===== config.mk =====
export PLATFORM = sky130hd
export DESIGN_NAME = sa_scan_ctrl
export DESIGN_NICKNAME = d
export VERILOG_FILES = /design/src/rtl/sa_scan_ctrl.sv
export SDC_FILE = /design/constraint.sdc
export NUM_CORES = 1
export LEC_CHECK = 0
export BUFFER_PORTS_ARGS = -buffer_cell sky130_fd_sc_hd__buf_2
export CAP_MARGIN = 15
export CORE_ASPECT_RATIO = 0.5
export CORE_MARGIN = 4
export CORE_UTILIZATION = 40
export DETAILED_ROUTE_END_ITERATION = 6
export SLEW_MARGIN = 0
export SYNTH_ARGS = -nofsm -noshare
export SYNTH_HDL_FRONTEND = slang
export SYNTH_SLANG_ARGS = --single-unit

===== constraint.sdc =====
create_clock -name CP -period 2.4 [get_ports CP]
set_input_delay 0.48 -clock CP [delete_from_list [all_inputs] [get_ports CP]]
set_output_delay 0.48 -clock CP [all_outputs]
set_load 0.02 [all_outputs]

===== src/rtl/sa_scan_ctrl.sv =====
// sa_scan_ctrl: loads one scan chain, pulses capture, unloads the response.
// Define SA_SCAN_CMP_EN to add the registered response/expect mismatch flag.
module sa_scan_ctrl #(
    parameter int CHAIN_LEN = 8,
    parameter int CNT_W     = $clog2(CHAIN_LEN) + 1
) (
    input  logic                 CP,
    input  logic                 CDN,
    input  logic                 start,
    input  logic [CHAIN_LEN-1:0] pattern,
    // "expect" is a reserved word in SystemVerilog
    input  logic [CHAIN_LEN-1:0] expected,
    input  logic                 SO,
    output logic                 SI,
    output logic                 SE,
    output logic                 busy,
    output logic                 done,
`ifdef SA_SCAN_CMP_EN
    output logic                 mismatch,
`endif
    output logic [CHAIN_LEN-1:0] response
);

    typedef enum logic [2:0] {
        IDLE,
        SHIFT_IN,
        CAPTURE,
        SHIFT_OUT,
        DONE
    } state_t;

    localparam logic [CNT_W-1:0] LAST = CNT_W'(CHAIN_LEN - 1);

    state_t               state;
    state_t               state_n;
    logic [CNT_W-1:0]     cnt;
    logic [CHAIN_LEN-1:0] sreg;
    logic [CHAIN_LEN-1:0] resp_n;
    logic                 last;
    logic                 accept;
    logic                 shifting;
    logic                 se_n;
    logic                 busy_n;
    logic                 done_n;

    assign last     = (cnt == LAST);
    assign accept   = (state == IDLE) && start;
    assign shifting = (state == SHIFT_IN) || (state == SHIFT_OUT);
    assign resp_n   = {response[CHAIN_LEN-2:0], SO};

    always_comb begin
        state_n = state;
        unique case (state)
            IDLE:      if (start) state_n = SHIFT_IN;
            SHIFT_IN:  if (last) state_n = CAPTURE;
            CAPTURE:   state_n = SHIFT_OUT;
            SHIFT_OUT: if (last) state_n = DONE;
            DONE:      state_n = IDLE;
            default:   state_n = IDLE;
        endcase
        // outputs are registered, so they follow the state being entered
        se_n   = (state_n == SHIFT_IN) || (state_n == SHIFT_OUT);
        busy_n = (state_n != IDLE);
        done_n = (state_n == DONE);
    end

    always_ff @(posedge CP) begin
        if (!CDN) begin
            state    <= IDLE;
            cnt      <= '0;
            sreg     <= '0;
            SI       <= 1'b0;
            SE       <= 1'b0;
            busy     <= 1'b0;
            done     <= 1'b0;
            response <= '0;
        end else begin
            state <= state_n;
            SE    <= se_n;
            busy  <= busy_n;
            done  <= done_n;
            if (state_n != state) begin
                cnt <= '0;
            end else if (shifting && !last) begin
                cnt <= cnt + 1'b1;
            end
            SI <= 1'b0;
            if (accept) begin
                SI       <= pattern[CHAIN_LEN-1];
                sreg     <= {pattern[CHAIN_LEN-2:0], 1'b0};
                response <= '0;
            end else if (state == SHIFT_IN && !last) begin
                SI   <= sreg[CHAIN_LEN-1];
                sreg <= {sreg[CHAIN_LEN-2:0], 1'b0};
            end
            if (state == SHIFT_OUT) begin
                response <= resp_n;
            end
        end
    end

`ifdef SA_SCAN_CMP_EN
    logic [CHAIN_LEN-1:0] exp_q;

    always_ff @(posedge CP) begin
        if (!CDN) begin
            exp_q    <= '0;
            mismatch <= 1'b0;
        end else if (accept) begin
            exp_q    <= expected;
            mismatch <= 1'b0;
        end else if (state == SHIFT_OUT && last) begin
            mismatch <= |(resp_n ^ exp_q);
        end
    end
`else
    logic unused_expected;
    assign unused_expected = ^expected;
`endif

endmodule


======== Yosys cells after proc, flatten, opt, wreduce, memory -nomap -nowiden ========
Cells that the tools add are included.
Widths: inputs -> output; s select.
storage, ports and cells
  register bits ........................... 26
  bits of input ports ..................... 20
  output and inout port bits .............. 12
  word-level logic and storage cells ...... 39
cells by class
  add/subtract/negate cells ............... 1
  equal/unequal tests ..................... 8
  mux-type cells .......................... 10
  bitwise gates (word level) .............. 1
  reduce and logical (&&, ||, !) cells .... 11
operators by type and width
  cell                 number
  $mux 8               4
  $pmux 3 s4           1
  $eq 3x2->1 const B   3
  $mux 3               3
  $eq 3x1->1 const B   2
  $add 4x1->4 const B  1
  $eq 4x3->1 const B   1
  $reduce_bool 2->1    2
  $eq 3x3->1 const B   1
  $logic_and 1x1->1    3
  $logic_not 3->1      1
  $ne 3x3->1           1
  $reduce_bool 3->1    1
  $logic_or 1x1->1     2
  $mux 1               2
  $reduce_or 2->1      1
  $logic_not 1->1      1
  $not 1->1            1

======== Logic depth before layout (Yosys ltp) ========
  depth in word-level cells ............... 5
  depth in mapped cells ................... 6
  depth with buffers taken out ............ 4

======== Worst setup path before layout ========
Ideal clock, no wire load.
  kind .................................... in2reg
  start ................................... input port start
  end ..................................... register sreg[7]
  library setup time ...................... 0.122 ns
  arrival ................................. 1.322 ns
  required time ........................... 2.278 ns
  path slack .............................. 0.956 ns
  stages .................................. 5
  path buffers ............................ 2
  cells stage by stage .................... or4b_1 > buf_2 > buf_6 > o21ai_2 > a21oi_2
between the ends
  word-level cells in the longest chain between the ends .. 2
  elaborated cells between the ends (all ways) .. 3
  classes of those cells .................. mux (1); reduce/logical (2)
RTL lines
  what                                         line  RTL
  start, declared                              9     input logic start,
  $logic_and 1x1->1 (*)                        47    assign accept = (state == IDLE) && start;
  $mux 8 or $reduce_bool 2->1 (tied branches)  -
  end signal, assigned                         90    sreg <= {pattern[CHAIN_LEN-2:0], 1'b0};
  end signal, assigned                         94    sreg <= {sreg[CHAIN_LEN-2:0], 1'b0};
  end, declared                                37    logic [CHAIN_LEN-1:0] sreg;
Every way passes the cells marked *; elsewhere a longest branch is shown, timed or not.
A chain may end at the register's enable or synchronous reset.

======== Worst setup path after layout ========
  start ................................... register state[1]
  end ..................................... register sreg[3]
between the ends
  word-level cells in the longest chain between the ends .. 3
  elaborated cells between the ends (all ways) .. 6
  classes of those cells .................. eq/ne (1); mux (1); reduce/logical (4)
RTL lines
  what                                                          line    RTL
  start, declared                                               34      state_t state;
  start signal, assigned                                        78      state <= state_n;
  $eq 3x1->1 or $logic_not 3->1 (tied branches)                 92, 47
  $logic_and 1x1->1 (on tied branches)                          92, 47
  $reduce_bool 2->1 (no source line) or $mux 8 (tied branches)  -
Parallel ways exist; a longest one is shown, timed or not.

==> qor.yml <==
status: "finished clean"
regArea_sq_um: 520.5
drive_above_1_share_pct: 21.83
critical_path_class: "flip-flop to flip-flop"
std_cell_rows: 13
die_x_um: 84.73
mappedNetlistNets: 146
yosysSeqAreaShare_pct: 44.21
ant_nets: 0
grt_max_degree: 20
clk_latency_ns: 0.27
clock-root-buffer: "clkbuf_8"
via_per_inst: 5.408
num-fill-cells: 280
final_common_cell: "dfxtp_1"
cts_tree: "yes"
tightest_slew_ns: 0.7032
holdBufCountCts: 0
finalSetupViolCount: 0
final_cell_mix: "dfxtp_1 (26), buf_2 (23), nand3_1 (10)"
final_util_pct: 49.49
area_growth_pct: 13.50
grtUsageTotal_pct: 13.45
yosys.area.top_type: "dfxtp_1"
post_dp_cell_area_sq_um: 1281
fmax_mhz: 560.3
hp-class: "primary input to flip-flop"
clock_sinks: 26
start_util_pct: 43.61
routedWlPerCell_um: 13.75
stdcell_area_sq_um: 1336
synthesis.area_sq_um: 1177
syn_avg_cell_area_sq_um: 9.419
synthCells: 125
final_nets: 164
core-area_sq_um: 2700
vdd_ir_drop_max_mv: 0.2352
end_kind: "flip-flop"
cp.required_ns: 2.55
gp_congestion: 0.7299
cts_buffers: 3
postCtsSetupRepairBufs: 0
dieArea_sq_um: 3928
ioPinCount: 32
crit_path_cell_trace: "or4b_1 > o211ai_1 > a21boi_0"
antenna_found_initial: 0
drtIter0Drc: 58
insertedDiodeCount: 0
crit_fanout: 16
layout_min_cycle_time_ns: 1.785
slew_violations: 0
routed_wl_mm: 2.461
grt_pass1_vias: 885
first_pass_iters: 4
dp.final_hpwl_mm: 1.621
multi_input_area_sq_um: 595.6
arrival_ns: 1.94
synthDistinctLibCells: 38
rsz0062_at_grt: "false"
ys_ff_latch: 26
synth_top_area_share_pct: 44.21
cellLeakagePower_nw: 0.5167
power_density_nw_per_um2: 604.8
yosys-top-cells-area: "dfxtp_1 (44%), a21boi_1 (5.7%), nand3_1 (4.3%)"
hold_viol_final: 0
cts_max_path_buffers: 2
portBuffers: 23
chipHeight_um: 46.37
htreeDepth: 1
period_share_pct: 74.37
grt_pass1_wl_mm: 4.160
yosysWarnings: 0
cp-start-kind: "flip-flop"
max-cap-violations: 0
dr_total_vias: 968
cp_slowest_cell: "or4b_1"
slew-limit-headroom_pct: 53.00
grt_overflow: 0
slowest_delay_ns: 0.88
drc: 0
fin_skew_ns: 0.003135
clkTransAtPathRegs_ns: 0.09
ctsResizeCount: 0
fin_setup_tns_ns: 0
==> final timing paths <==
check,from,end,slack [ns],cells past startpoint
max,state[1],sreg[3],0.62,3
min,SO,response[0],0.44,3
max reg2reg,state[1],sreg[3],0.62,3
min reg2reg,response[7],response[7],0.47,2
==> critical path: cells and delay by family, from the launching register on <==
kind / cells / cell delay [ns]
flops: 1 / 0.44
simple gates: 1 / 0.88
compound gates: 2 / 0.35
==> metal layers <==
| metal | GRT usage, % | wire length [um] | vias to the layer above |
|---|---|---|---|
| met5 | 0 | 0 | - |
| met4 | 2.839 | 8 | 0 |
| met3 | 4.286 | 149 | 2 |
| met2 | 21.46 | 1031 | 29 |
| met1 | 18.10 | 1271 | 447 |
| li1 | - | - | 490 |
==> sequential cells by signal, summed over array words and instances, names as in the netlist <==
| register | count |
|---|---|
| response | 8 |
| sreg | 7 |
| cnt | 4 |
| state | 3 |
| SE | 1 |
| SI | 1 |
| busy | 1 |
| done | 1 |
==> cell usage after synthesis <==
cell and number:
nand3b_1 2, a21oi_2 1, xor2_1 1, a21oi_1 2, and2_1 3, a21boi_0 5
buf_2 4, nor3_1 1, nor2_1 2, o211ai_1 5, buf_6 2, nand3_1 10
or4b_1 1, or3_1 1, nor4b_2 1, nand2b_1 2, nand4b_1 1, and4_1 1
clkbuf_1 4, o211ai_2 1, or4_1 1, inv_1 1, ha_1 1, nor3b_1 1
and3_1 2, a32oi_1 5, and3b_1 2, nor4_1 1, a21boi_1 9, a211oi_1 3
or3b_1 1, o21ai_0 4, nand2_1 9, o21ai_2 1, o21a_1 1, o31a_1 1
nor2b_1 6, dfxtp_1 26
==> logic make-up (layout without fill, tap and decap cells) <==
kind of cell	after synthesis	count (layout)	share of synthesized area, %
simple gates	48	48	24.55
compound gates	38	38	24.23
flops	26	26	44.21
buf+inv	11	28	5.206
fa+ha+maj	1	1	1.063
xor+xnor	1	1	0.7440
==> power by group <==
group,leakage [nW],switching (mW),internal (mW)
logic,0.276,0.0427,0.0316
registers,0.212,0.00813,0.445
clock network,0.0288,0.135,0.147
==> through the flow <==
stage               power, mW  setup slack, ns  instances  hold slack (ns)
floorplan              0.5195           0.9558        125           0.4395
global placement       0.5363           0.6330        175           0.4565
detailed placement     0.5370           0.6273        175           0.4581
CTS                    0.8180           0.6347        179           0.4409
global route           0.8429           0.5236        179           0.4453
finish                 0.8082           0.6151        179           0.4415
==> area by class of cell <==
cell class / count / share of cell area (%)
Inverter: 1 / 0.2809
Sequential cell: 26 / 38.95
Timing Repair Buffer: 23 / 8.614
Tap cell: 37 / 3.464
Multi-Input combinational cell: 88 / 44.57
Clock buffer: 4 / 4.120
(Power assumes the default switching activity.)
